--- src/rtl/debounce_sync_pkg.sv ---
// Shared definitions for the input conditioning path: qualifier states and
// the default qualify-counter width reused by later timing blocks.
package debounce_sync_pkg;

   typedef enum logic {
      STABLE  = 1'b0,
      QUALIFY = 1'b1
   } state_t;

   localparam int unsigned CNT_WIDTH_DEFAULT = 16;

endpackage

--- src/rtl/debounce_sync_sync_chain.sv ---
// Multi-stage synchronizer for one asynchronous level; reusable for any
// external input that must be brought into clk.
module sync_chain #(
   parameter int unsigned STAGES = 2,
   parameter logic        INIT   = 1'b0
) (
   input  logic clk,
   input  logic rst,
   input  logic d,
   output logic q
);

   logic [STAGES-1:0] sr;

   always_ff @(posedge clk) begin
      if (rst) begin
         sr <= {STAGES{INIT}};
      end else begin
         sr <= {sr[STAGES-2:0], d};
      end
   end

   assign q = sr[STAGES-1];

endmodule

--- src/rtl/debounce_sync.sv ---
// Synchronizes a raw asynchronous level and accepts a new value only after it
// has held for DEBOUNCE_CYCLES consecutive clocks.
module debounce_sync
   import debounce_sync_pkg::*;
#(
   parameter int unsigned SYNC_STAGES     = 2,
   parameter int unsigned DEBOUNCE_CYCLES = 1000,
   parameter int unsigned CNT_WIDTH       = CNT_WIDTH_DEFAULT,
   parameter logic        INIT_LEVEL      = 1'b0
) (
   input  logic clk,
   input  logic rst,
   input  logic inp_raw,
   output logic out_level,
   output logic out_busy
);

   localparam logic [CNT_WIDTH-1:0] CNT_LAST = CNT_WIDTH'(DEBOUNCE_CYCLES - 1);

   logic                 sync_out;
   state_t               state, state_nxt;
   logic [CNT_WIDTH-1:0] cnt, cnt_nxt;
   logic                 level, level_nxt;
   logic                 busy;

   sync_chain #(
      .STAGES (SYNC_STAGES),
      .INIT   (INIT_LEVEL)
   ) u_sync (
      .clk (clk),
      .rst (rst),
      .d   (inp_raw),
      .q   (sync_out)
   );

   always_ff @(posedge clk) begin
      if (rst) begin
         state <= STABLE;
         cnt   <= '0;
         level <= INIT_LEVEL;
         busy  <= 1'b0;
      end else begin
         state <= state_nxt;
         cnt   <= cnt_nxt;
         level <= level_nxt;
         busy  <= (state_nxt == QUALIFY);
      end
   end

   always_comb begin
      state_nxt = state;
      cnt_nxt   = cnt;
      level_nxt = level;
      case (state)
         STABLE: begin
            cnt_nxt = '0;
            if (sync_out != level) begin
               // A single-cycle qualify window needs no counting at all
               if (DEBOUNCE_CYCLES == 1) begin
                  level_nxt = sync_out;
               end else begin
                  cnt_nxt   = CNT_WIDTH'(1);
                  state_nxt = QUALIFY;
               end
            end
         end
         QUALIFY: begin
            if (sync_out == level) begin
               cnt_nxt   = '0;
               state_nxt = STABLE;
            end else if (cnt == CNT_LAST) begin
               level_nxt = sync_out;
               cnt_nxt   = '0;
               state_nxt = STABLE;
            end else begin
               cnt_nxt = cnt + CNT_WIDTH'(1);
            end
         end
         default: begin
            cnt_nxt   = '0;
            state_nxt = STABLE;
         end
      endcase
   end

   assign out_level = level;
   assign out_busy  = busy;

endmodule

--- config.mk ---
export PLATFORM = sky130hd
export DESIGN_NAME = debounce_sync
export DESIGN_NICKNAME = d
export VERILOG_FILES = /design/src/rtl/debounce_sync_pkg.sv /design/src/rtl/debounce_sync_sync_chain.sv /design/src/rtl/debounce_sync.sv
export SDC_FILE = /design/constraint.sdc
export NUM_CORES = 1
export LEC_CHECK = 0
export CAP_MARGIN = 10
export CORE_MARGIN = 2
export CORE_UTILIZATION = 60
export CTS_BUF_LIST = sky130_fd_sc_hd__clkbuf_8
export DETAILED_ROUTE_END_ITERATION = 8
export GPL_ROUTABILITY_DRIVEN = 0
export PLACE_DENSITY = 0.86
export SLEW_MARGIN = 20
export SYNTH_ARGS = -nofsm -noshare
export SYNTH_HDL_FRONTEND = slang
export SYNTH_SLANG_ARGS = --single-unit
--- constraint.sdc ---
create_clock -name clk -period 2.4 [get_ports clk]
set_input_delay 0.24 -clock clk [delete_from_list [all_inputs] [get_ports clk]]
set_output_delay 0.24 -clock clk [all_outputs]
set_load 0.01 [all_outputs]
---- Yosys cells after proc, flatten, opt, wreduce, memory -nomap -nowiden ----
Index checks and enable logic that the tools add are counted.
storage, ports and cells
  register bits ........................... 20
  latch bits .............................. 0
  memory bits (writable) .................. 0
  bits in read-only memories .............. 0
  output and inout bits ................... 2
  memories kept ........................... 0
operators by class
  add/subtract/negate cells ............... 1
  multiply operators ...................... 0
  divide/modulo/power cells ............... 0
  $lt $le $gt $ge ......................... 0
  equal/unequal tests ..................... 3
  shifts and indexed selects .............. 0
  muxes and demuxes ....................... 8
  bitwise operators ....................... 2
  reductions and logical operators ........ 1
operator list
  kind                     number
  $mux W16                 2
  $pmux W16 S2             1
  $add A16 B1 Y16 const B  1
  $eq A16 B10 Y1 const B   1
  $mux W1                  4
  $reduce_and A3 Y1        1
  $not A1 Y1               2
  $pmux W1 S2              1
  $eq A1 B1 Y1             1
  $ne A1 B1 Y1             1

---- Logic depth before layout (Yosys ltp) ----
  depth after elaboration ................. 4
  gate-level depth with buffers ........... 6
  mapped depth without buffers ............ 5

---- Modules after synthesis ----
From an unflattened synthesis, not the netlist that was laid out.
second synthesis, totals
  cell total of the unflattened synthesis .. 94
  area, all modules ....................... 905.9 µm²
modules (own cells, without submodules)
  module         instances  cells an instance  area each (µm²)  seq. area each (µm²)
  debounce_sync  1          90                 853.3            360.3
  sync_chain     1          4                  52.6             40.0

---- Worst setup path after synthesis ----
No wires, ideal clock.
  path kind ............................... register to register
  start ................................... register cnt[0]
  end ..................................... register cnt[15]
  setup time .............................. 0.115 ns
  arrival ................................. 1.528 ns
  path slack .............................. 0.757 ns
  cell stages (with the launch flop) ...... 7
  path buffers ............................ 1
  clock period less this slack ............ 1.643 ns
  cells stage by stage .................... dfxtp_1 > ha_1 > nand2_1 > or4_4 > o211ai_4 > buf_6 > nor2_1
between the ends
  cells in the longest elaborated chain, start to end .. 4
  elaborated cells on any way between the ends .. 5
ends and longest elaborated chain
  element                                            RTL line                                  source
  from (decl)                                        debounce_sync.sv:22                       logic [CNT_WIDTH-1:0] cnt, cnt_nxt;
  from (signal assigned)                             debounce_sync.sv:44                       cnt <= cnt_nxt;
  $add A16 B1 Y16 or $eq A16 B10 Y1 (tied branches)  debounce_sync.sv:76, debounce_sync.sv:71
  $mux W16 *                                         debounce_sync.sv:71                       end else if (cnt == CNT_LAST) begin
  $mux W16 *                                         debounce_sync.sv:68                       if (sync_out == level) begin
  $pmux W16 S2 *                                     debounce_sync.sv:54                       case (state)
Mark *: on every way between the ends. The rest lies on a longest branch, timed or not.
A chain may end at the register's enable or synchronous reset.

---- Worst setup path after layout ----
  start ................................... register cnt[0]
  end ..................................... register cnt[9]
Same word-level chain as after synthesis.

==> impl_metrics.tcl <==
set metrics [dict create \
    status "finished clean" \
    first_global_vias 626 \
    path_depth 5 \
    ys_top_cells_by_count "dfxtp_1, nor2_1, xnor2_1" \
    critPathTopFamily "simple AND/OR/NAND/NOR gates" \
    utilization_pct 74.7 \
    wl_met2_um 824 \
    num_rows 13 \
    antenna_found_initial 0 \
    die-area_um2 1800 \
    multi_input_area_um2 454 \
    grt_pass1_wl_um 2800 \
    pwr-share-clk_pct 49.1 \
    seq_area_frac_synth_pct 45.3 \
    die_w_um 42.4 \
    path_max_fanout 15 \
    reg2reg_slack_ns 0.52 \
    fin_cells 115 \
    port_buffers 4 \
    vdd_drop_max_v 0.000438 \
    ys.flop_type "dfxtp_1" \
    numPlacedInstances 111 \
    synthArstFlopShare_pct 0 \
    overflow 0 \
    fin_skew_ns 0.00754 \
    syn_area_um2 885 \
    initial_core_util_pct 66.3 \
    clkLatencyLatePin_ns 0.26 \
    fmax_ghz 0.532 \
    hold_end "u_sync.sr[1]" \
    ioPinCount 5 \
    first_pass_iters 4 \
    cpMaxStageDelayCell "or4_4" \
    clock_sinks 20 \
    wl_met1_um 695 \
    total_power_uw 678 \
    synth_top_cell_area_share_pct 45.3 \
    reg2reg_to "cnt[9]" \
    path_cells "ha_1 > nand2_1 > or4_4 > o211ai_4 > nor2_1" \
    numCtsBuffers 3 \
    rsz0062_at_grt "no" \
    ctsResizeCount 0 \
    holdCritStartpoint "u_sync.sr[0]" \
    wl_per_cell_um 14.0 \
    via_per_inst 5.67 \
    worstHoldPathType "reg -> reg" \
    grtUsageTotal_pct 21.2 \
    slew_viol_final 0 \
    swShare_pct 17.0 \
    crit_required_ns 2.53 \
    worst-path-buf-inv 0 \
    htreeDepth 1 \
    yosysTopAreaCell "dfxtp_1" \
    drt_iter0_markers 11 \
    clk_pin_slew_worst_paths_ns 0.08 \
    setup_viol_count_final 0 \
    power.density_nw_per_um2 681 \
    synth-edff-count 0 \
    criticalPathCategory "reg -> reg" \
    p_leak_nw 0.295 \
    finalHoldViolations 0 \
    ys_ff_latch 20 \
    wirelength_um 1610 \
    grt_max_degree 16 \
    hpwlAfterDp_um 1170 \
    min_period_ns 1.88 \
    syn_nets 99 \
    ctsHoldBuffers 0 \
    antenna_cells 0 \
    synth_cell_types 23 \
    detail-route-antenna-nets 0 \
    cp-end-kind "flip-flop" \
    nets 105 \
    yosysMostFrequentCell "dfxtp_1" \
    internal_power_uw 562 \
    hold_path_depth 1 \
    r2r_start "cnt[0]" \
    synth_area_leaders "dfxtp_1, xnor2_1, nor2_1" \
    critPathMaxStageDelay_ns 0.46 \
    ys_warn_count 0 \
    cts_tree "yes" \
    wl_met3_um 66 \
    synth.avg_cell_area_um2 9.31 \
    die_h_um 42.4 \
    power.switching_uw 116 \
    top_layer_used "met4" \
    post-cts-setup-buffers 0 \
    fillers 93 \
    regArea_um2 400 \
    pwr-share-seq_pct 49.5 \
    comb_power_share_pct 1.3 \
    tns_ns 0 \
    netlist_instances 95 \
    startpoint_type "flip-flop" \
    drv_cap 0 \
    area_growth_pct 12.6 \
    vias 652 \
    drc 0 \
    cts_root_buf "clkbuf_8" \
    r2r_cells 5 \
    crit_arrival_ns 2.01 \
    fin_crit_sh_pct 78.3 \
    tightest_slew_ns 0.426 \
    slew_headroom_pct 71.5 \
    coreArea_um2 1330 \
    layout-drive-gt1-share_pct 7.00 \
    cts_max_path_buffers 2 \
]
## cells by family after synthesis
kind of cell,share of synthesized area [%]
flip-flops,45.3
adder cells (fa/ha/maj),1.41
AO/OA/AOI/OAI,3.25
buffers and inverters,3.39
AND/OR/NAND/NOR,30.7
XOR/XNOR,14.9
multiplexers,1.13
## flip-flops by register name, summed over array words and instances (netlist names)
name and cells:
cnt 16, out_busy 1, out_level 1, u_sync.sr 2
## worst max-delay path by stage
stage,startpoint,end,slack [ns]
4_1_cts,cnt[0],cnt[9],0.51
6_report,cnt[0],cnt[9],0.52
3_5_place_dp,cnt[0],cnt[10],0.53
2_1_floorplan,cnt[0],cnt[15],0.76
3_3_place_gp,cnt[0],cnt[8],0.63
5_1_grt,cnt[0],cnt[13],0.38
## power groups by stage
stage          clock network, mW  registers (mW)  logic, mW
3_5_place_dp                   0           0.344    0.00907
4_1_cts                    0.335           0.336    0.00923
3_3_place_gp                   0           0.343    0.00883
6_report                   0.333           0.336    0.00912
5_1_grt                    0.351           0.336     0.0102
2_1_floorplan                  0           0.343    0.00365
## area by class of cell
type | instances | share of cell area (%)
Multi-Input combinational cell | 69 | 45.6
Sequential cell | 20 | 40.2
Clock buffer | 3 | 4.15
Timing Repair Buffer | 4 | 4.02
Clock inverter | 1 | 3.02
Tap cell | 15 | 1.88
Inverter | 3 | 1.13
## per-stage QoR
step                      hold slack [ns]  worst slack (ns)  instance area (um2)
after floorplan                     0.312             0.757                  885
after global placement              0.423             0.631                  925
after detailed placement            0.427             0.527                  925
after CTS                           0.445             0.507                  996
after global routing                0.458             0.375                  996
final                               0.444             0.520                  996
## cell usage in the layout, fill, tap and decap left out, drive strengths merged
master,n
a21boi,1
and2,1
bufinv,1
clkbuf,3
clkdlybuf4s50,4
dfxtp,20
ha,1
inv,3
mux2i,1
nand2,5
nand3,5
nand4,3
nand4b,1
nor2,19
nor2b,2
nor3,5
nor4,5
nor4b,2
nor4bb,1
o211ai,1
or4,1
xnor2,13
xor2,2
## layer usage
layer / global-route usage (%) / vias up
met5: 0 / -
met4: 9.38 / 0
met3: 5.17 / 4
met2: 36.9 / 22
met1: 24.2 / 293
li1: - / 333
No activity file was read; power rests on OpenSTA's default activity.
